File: src/rtl/wb_queue.sv
// Writeback queue: DEPTH-entry FIFO of (rd, data) results that drains into the register-file write port.
// Define WB_QUEUE_FWD_EN to build the youngest-match bypass mux; otherwise fwd0_data/fwd1_data are tied to 0.
module wb_queue #(
    parameter int DEPTH = 4,
    parameter int XLEN  = 32,
    parameter int AW    = 5
) (
    input  logic                     clk,
    input  logic                     rst_n,
    input  logic                     flush,
    input  logic                     in_valid,
    output logic                     in_ready,
    input  logic [AW-1:0]            in_rd,
    input  logic [XLEN-1:0]          in_data,
    output logic                     rf_we,
    output logic [AW-1:0]            rf_waddr,
    output logic [XLEN-1:0]          rf_wdata,
    input  logic                     rf_ready,
    input  logic [AW-1:0]            raddr0,
    input  logic [AW-1:0]            raddr1,
    output logic                     pend0,
    output logic                     pend1,
    output logic [XLEN-1:0]          fwd0_data,
    output logic [XLEN-1:0]          fwd1_data,
    output logic [$clog2(DEPTH):0]   count
);
    localparam int PW = $clog2(DEPTH);

    logic [PW-1:0]   wr_ptr;
    logic [PW-1:0]   rd_ptr;
    logic [PW:0]     cnt_q;
    logic [AW-1:0]   q_rd   [DEPTH];
    logic [XLEN-1:0] q_data [DEPTH];

    logic full;
    logic push;
    logic pop;
    logic hit0;
    logic hit1;
    logic [PW-1:0] idx_p;

    assign full     = (cnt_q == (PW+1)'(DEPTH));
    assign in_ready = rst_n & ~full;
    assign push     = in_valid & in_ready & (in_rd != '0);
    assign rf_we    = rst_n & (cnt_q != '0);
    assign rf_waddr = q_rd[rd_ptr];
    assign rf_wdata = q_data[rd_ptr];
    assign pop      = rf_we & rf_ready;
    assign count    = cnt_q;

    always_ff @(posedge clk) begin
        if (!rst_n) begin
            wr_ptr <= '0;
            rd_ptr <= '0;
            cnt_q  <= '0;
        end else if (flush) begin
            wr_ptr <= '0;
            rd_ptr <= '0;
            cnt_q  <= '0;
        end else begin
            if (push)
                wr_ptr <= wr_ptr + 1'b1;
            if (pop)
                rd_ptr <= rd_ptr + 1'b1;
            case ({push, pop})
                2'b10:   cnt_q <= cnt_q + 1'b1;
                2'b01:   cnt_q <= cnt_q - 1'b1;
                default: cnt_q <= cnt_q;
            endcase
        end
    end

    // Storage carries no reset; validity is derived purely from rd_ptr/count.
    always_ff @(posedge clk) begin
        if (push && !flush) begin
            q_rd[wr_ptr]   <= in_rd;
            q_data[wr_ptr] <= in_data;
        end
    end

    always_comb begin
        hit0  = 1'b0;
        hit1  = 1'b0;
        idx_p = '0;
        for (int k = 0; k < DEPTH; k++) begin
            idx_p = rd_ptr + PW'(k);
            if ((PW+1)'(k) < cnt_q) begin
                if (q_rd[idx_p] == raddr0)
                    hit0 = 1'b1;
                if (q_rd[idx_p] == raddr1)
                    hit1 = 1'b1;
            end
        end
    end

    assign pend0 = rst_n & (raddr0 != '0) & hit0;
    assign pend1 = rst_n & (raddr1 != '0) & hit1;

`ifdef WB_QUEUE_FWD_EN
    logic [XLEN-1:0] sel0;
    logic [XLEN-1:0] sel1;
    logic [PW-1:0]   idx_f;

    // Walk from oldest (offset 0 from rd_ptr) to youngest so later matches override earlier ones.
    always_comb begin
        sel0  = '0;
        sel1  = '0;
        idx_f = '0;
        for (int k = 0; k < DEPTH; k++) begin
            idx_f = rd_ptr + PW'(k);
            if ((PW+1)'(k) < cnt_q) begin
                if (q_rd[idx_f] == raddr0)
                    sel0 = q_data[idx_f];
                if (q_rd[idx_f] == raddr1)
                    sel1 = q_data[idx_f];
            end
        end
    end

    assign fwd0_data = pend0 ? sel0 : '0;
    assign fwd1_data = pend1 ? sel1 : '0;
`else
    assign fwd0_data = '0;
    assign fwd1_data = '0;
`endif

endmodule
File: config.mk
export PLATFORM = sky130hd
export DESIGN_NAME = wb_queue
export DESIGN_NICKNAME = d
export VERILOG_FILES = /design/src/rtl/wb_queue.sv
export SDC_FILE = /design/constraint.sdc
export NUM_CORES = 1
export LEC_CHECK = 0
export BUFFER_PORTS_ARGS = -buffer_cell sky130_fd_sc_hd__buf_2
export CORE_UTILIZATION = 40
export CTS_CLUSTER_SIZE = 30
export DETAILED_ROUTE_END_ITERATION = 10
export GPL_TIMING_DRIVEN = 0
export PLACE_DENSITY = 0.74
export SYNTH_ARGS = -nofsm -noshare
export SYNTH_HDL_FRONTEND = slang
export SYNTH_SLANG_ARGS = --single-unit
File: constraint.sdc
create_clock -name clk -period 2.6 [get_ports clk]
set_input_delay 0.13 -clock clk [delete_from_list [all_inputs] [get_ports clk]]
set_output_delay 0.13 -clock clk [all_outputs]
set_load 0.05 [all_outputs]
Yosys cells after proc, flatten, opt, wreduce, memory -nomap -nowiden
Memory sizes are Yosys's and may differ from the RTL's. A register that Yosys moved wholly into a read port is not among the register bits.
Cells that the tools add are included.
- memories kept: 2
- output and inout port bits: 108
- register bits after elaboration: 7
- memory bits (writable): 148
- magnitude comparators: 4
- muxes and demuxes: 23
- add/subtract/negate cells: 6
- bitwise logic cells: 11
- reductions and logical operators: 8
- equal/unequal tests: 11
- memories (name ; depth ; width ; read ports ; clocked after memory_dff ; wr ports ; RTL line ; RTL):
    q_data ; 4 ; 32 ; 1 ; 1 ; 1 ; 33 ; logic [XLEN-1:0] q_data [DEPTH];
    q_rd ; 4 ; 5 ; 4 ; 1 ; 1 ; 32 ; logic [AW-1:0] q_rd [DEPTH];
- operator list (operator ; count):
    5-bit == test ; 8
    1-bit 2-to-1 mux ; 18
    5-bit nonzero test ; 3
    1-bit AND ; 9
    2-bit 2-to-1 mux ; 4
    1-bit by 3-bit less-than comparator with 1-bit output, first input constant ; 2
    2-bit by 3-bit less-than comparator with 1-bit output, first input constant ; 2
    3-bit one-hot mux with 2 select lines ; 1
    2-bit by 1-bit adder with 2-bit output, second input constant ; 2
    2-bit adder, second input constant ; 2
    3-bit by 1-bit adder with 3-bit output, second input constant ; 1
    3-bit == test, second input constant ; 1
    3-bit nonzero test ; 1
    3-bit by 1-bit subtractor with 3-bit output, second input constant ; 1
    2-bit by 1-bit == test with 1-bit output, second input constant ; 1
    2-bit == test, second input constant ; 1
    1-bit inverter ; 2
    2-bit nonzero test ; 1
    2-bit OR reduction ; 1
    1-bit logical AND ; 1
    1-bit zero test ; 1

Logic depth before layout (Yosys ltp)
- word-level depth: 10
- gate-level depth with buffers: 8
- depth with buffers taken out: 8

Worst setup path after synthesis
Ideal clock, no wire load.
- path kind: register to register
- from: reg cnt_q[0], in the netlist count[0]
- to: mem q_data[0][0], enable pin
- buffers on the path: 0
- setup slack: -1244 ps
- arrival: 3446 ps
- cell stages (with the launch flop): 7
- cells stage by stage: dfxtp_1 > inv_1 > ha_1 > a21boi_1 > o211ai_1 > nor2_1 > and2_1
- word-level cells in the longest chain between the ends: 8
- ends and longest elaborated chain (what ; RTL line ; RTL):
    start, declared ; 31 ; logic [PW:0] cnt_q;
    start signal, assigned ; 66 ; 2'b10: cnt_q <= cnt_q + 1'b1;
    start signal, assigned ; 67 ; 2'b01: cnt_q <= cnt_q - 1'b1;
    start signal, assigned ; 68 ; default: cnt_q <= cnt_q;
    3-bit == test ; 42 ; assign full = (cnt_q == (PW+1)'(DEPTH));
    1-bit inverter ; 43 ; assign in_ready = rst_n & ~full;
    1-bit AND ; 43 ;
    named net in_ready ; 12 ; output logic in_ready,
    1-bit AND (2 in a row) ; 44 ; assign push = in_valid & in_ready & (in_rd != '0);
    1-bit logical AND ; 75 ; if (push && !flush) begin
    1-bit 2-to-1 mux ; 75 ;
    1-bit 2-to-1 mux (implied by the code) ; 77 ; q_data[wr_ptr] <= in_data;
    end, declared ; 33 ;
The timed path passes the listed nets, and every way through them passes these cells.

Worst setup path after layout
- from: reg rd_ptr[0]
- to: out pend0
- word-level cells in the longest chain between the ends: 10
- elaborated cells between the ends (all ways): 14
- ends and longest elaborated chain (what ; RTL line ; RTL):
    start, declared ; 30 ; logic [PW-1:0] rd_ptr;
    start signal, assigned ; 64 ; rd_ptr <= rd_ptr + 1'b1;
    2-bit by 1-bit adder with 2-bit output ; 86 ; idx_p = rd_ptr + PW'(k);
    memory 4 x 5 bit * ; n/a ;
    5-bit == test ; 88 ; if (q_rd[idx_p] == raddr0)
    1-bit 2-to-1 mux ; 88 ;
    1-bit 2-to-1 mux ; 87 ; if ((PW+1)'(k) < cnt_q) begin
    1-bit 2-to-1 mux ; 88 ;
    1-bit 2-to-1 mux ; 87 ;
    1-bit 2-to-1 mux ; 88 ;
    1-bit 2-to-1 mux * ; 87 ;
    1-bit AND * ; 96 ; assign pend0 = rst_n & (raddr0 != '0) & hit0;
    end, declared ; 21 ; output logic pend0,
Every way passes the cells marked *; elsewhere a longest branch is shown, timed or not.

==> impl_metrics.ini <==
[timing]
fin_ws_ns = -0.0963
setup_viol = 2
fin_crit_ns = 2.70
final-max-slew-violation-count = 0
setup_tns_ns = -0.129
timing_worst_slew_pin_value_ns = 0.656
hold_viol_final = 0
clock_skew_after_layout_ns = 0.0108
rsz0062_at_grt = yes
period_share_pct = 104
fmax_mhz = 371
max_slew_margin_pct = 56.3
minimum_hold_slack_ns = 0.226

[pwr]
irDropWorstVdd_v = 0.000457
power_density_nw_per_um2 = 617
report.power.total_uw = 5920
power.static_leakage_uw = 0.00355

[cells_and_area]
layout-area-overhead-vs-synth_pct = 30.6
nNetsFinal = 711
final_standard_cell_area_without_fillers_um2 = 9590
highest_count_cells_in_the_layout_ignoring_fill_and_taps = edfxtp_1, buf_2, buf_4
layout.filler_cells = 1458
antenna_fix_cells = 0
layoutNonFillerInstCount = 892
multi_input_area_um2 = 2510
regArea_um2 = 4630
final_common_cell = edfxtp_1
drive_above_1_share_pct = 41.8

[route]
drt_pass1_iterations = 4
drt-initial-drc-count = 140
postRouteWirelength_mm = 14.4
routed-via-count = 4203
route.detailed.drc = 0
wire_per_inst_um = 16.2
detail-route-antenna-nets = 0
drt-vias-per-instance = 4.71

[synthesis]
yosys_register_bits = 157
share_of_the_yosys_chip_area_belonging_to_registers_pct = 63.0
syn_area_um2 = 7340
synth_cell_type_count = 39
cells_after_synth = 433
post_synth.cell_area_avg_um2 = 17.0
ys.warnings.count = 0

[floorplan]
core-area_um2 = 18000
die_area_um2 = 18900
fp-row-count = 49
number_of_ports_placed_on_the_die_boundary = 160
dieWidth_um = 137
fp.dieH_um = 137
floorplan.initialDensity_pct = 40.9

[worst_setup_path]
cp_data_required_time_ns = 2.47
start_kind = flop
endpoint_kind = output port
cp_cell_sequence = buf_6, buf_4, mux4_1, xnor2_1, nand4_1, nor4_1, or4_4, buf_8
worst-r2r-setup-slack_ns = 0.16
crit_fanout = 6
worst_path_max_delay_cell = mux4_1
critical_path.max_stage_delay_ns = 0.60
worstReg2RegStart = count[0]
crit_arrival_ns = 2.57
worstSetupStartpoint = rd_ptr[0]
type_of_the_setup_path_with_the_least_slack = reg -> out

[status]
outcome = finished, violations left
violations = setup timing

[cts]
clock_slew_at_the_register_clock_pins_of_the_worst_setup_and_hold_paths_ns = 0.06
cts_root_buf = clkbuf_16
number_of_sinks_handled_by_clock_tree_synthesis = 157
cts-buffers-inserted = 17
htree_num_levels = 4
tritoncts_clock_tree = done
ctsLongestPathBuffers = 2
clock_insertion_delay_worst_skew_ns = 0.41

[global_route]
grt_first_pass_wirelength_mm = 21.6
grt_pass1_vias = 4152
antenna_found_initial = 0
groute.usage.overall_pct = 15.6
globalRoute.totalOverflow = 0
pin_count_of_the_biggest_net_entering_global_routing = 38

[worst_hold_path]
hp-start = rf_ready
hold_class = in -> reg

[placement]
place.port_buffers = 85
numPlacedInstances = 810
routability_congestion = 0.914
dpl-instance-area_um2 = 8330
place_hpwl_mm = 9.37

[run]
drv.max_cap_violation_count = 0
[metrics by stage]
| stage | util, % | setup slack (ns) |
|---|---|---|
| 2_1_floorplan | - | 0.0685 |
| 3_3_place_gp | 46.3 | 0.270 |
| 3_5_place_dp | 46.3 | 0.150 |
| 4_1_cts | 52.9 | -0.0951 |
| 5_1_grt | 53.4 | -0.203 |
| 6_report | 53.4 | -0.0963 |
[final timing paths]
check | cells past startpoint | end
setup / recovery | 8 | pend0
hold / removal | 4 | flop
setup reg to reg | 6 | q_data[3][19]
hold reg to reg | 2 | wr_ptr[1]
[cell usage after synthesis]
library cell  number  area (um^2)
a21oi_1            3         15.0
nand4_1            5         31.3
clkbuf_1           8         30.0
nand3_1            2         10.0
o21ai_0            4         20.0
nor2_1            11         41.3
o2111ai_1          1         8.76
a21boi_1           2         15.0
mux4_1             4          105
buf_1              2         7.51
mux2i_1           14          140
ha_1               9          113
buf_12             1         20.0
inv_1              5         18.8
and2_1             5         31.3
xnor2_1           34          298
mux2i_2            3         41.3
nand2_1            4         15.0
conb_1             1         3.75
buf_2             10         50.1
nand2b_1           1         6.26
buf_6              2         22.5
nor4_1             4         25.0
o21a_1             1         7.51
nor3_1             3         15.0
mux2_2             2         22.5
dfxtp_1            9          180
or4_1              5         37.5
a211oi_1           2         15.0
buf_4             64          480
or3_1              2         12.5
mux4_2            38          856
a31oi_1            2         12.5
xor2_1            18          158
nor3b_1            1         7.51
mux2_1             1         11.3
o211ai_1           1         7.51
edfxtp_1         148         4440
o31ai_1            1         7.51
[what timing repair did]
item	4_1_cts	5_1_grt
hold buffers	37	0
setup endpoints to repair	2	2
gates resized for setup	27	16
pin swaps	8	8
setup buffers	10	3
cloned	1	0
endpoints found under the hold margin	148	0
[worst max-delay path: cells and delay by family, from the launching register on]
kind	cells	cell delay [ns]
xor+xnor	1	0.15
buf+inv	3	0.43
flops	1	0.33
mux	1	0.60
simple gates	3	0.65
[report_power, final]
| part | switching [uW] | leakage [uW] | internal, uW |
|---|---|---|---|
| sequential | 11.3 | 0.00141 | 2790 |
| combinational | 441 | 0.00185 | 227 |
| clock | 939 | 0.000285 | 1510 |
| total | 1390 | 0.00355 | 4530 |
[registers in the layout, indices dropped and copies added (netlist names), named ones only]
name    cells
wr_ptr      2
rd_ptr      2
count       3
q_data    128
q_rd       20
[layout make-up]
cell class	count	area share, %
Inverter	5	0.196
Clock buffer	18	4.48
Clock inverter	14	1.75
Sequential cell	157	48.3
Multi-Input combinational cell	247	26.2
Buffer	87	6.39
Timing Repair Buffer	135	9.73
Tap cell	229	2.99
[routing by layer]
layer  GRT usage (%)  vias up  share of wire (%)
li1                -     1959                  -
met1            17.8     2066                 40
met2            28.3      154                 53
met3            3.46       24                5.6
met4            6.04        0                2.0
met5               0        -                  0
[cells by family after synthesis]
logic type,Yosys count,synth area share [%]
DFF,157,63.0
buffers and inverters,92,8.57
muxes,62,16.0
xor gates and xnor gates,52,6.20
and+or+nand+nor,43,3.17
AOI/OAI and AO/OA,17,1.48
adders and majority gates,9,1.53
other,1,0.0511
Note: power is estimated with default switching activity, not from simulation.
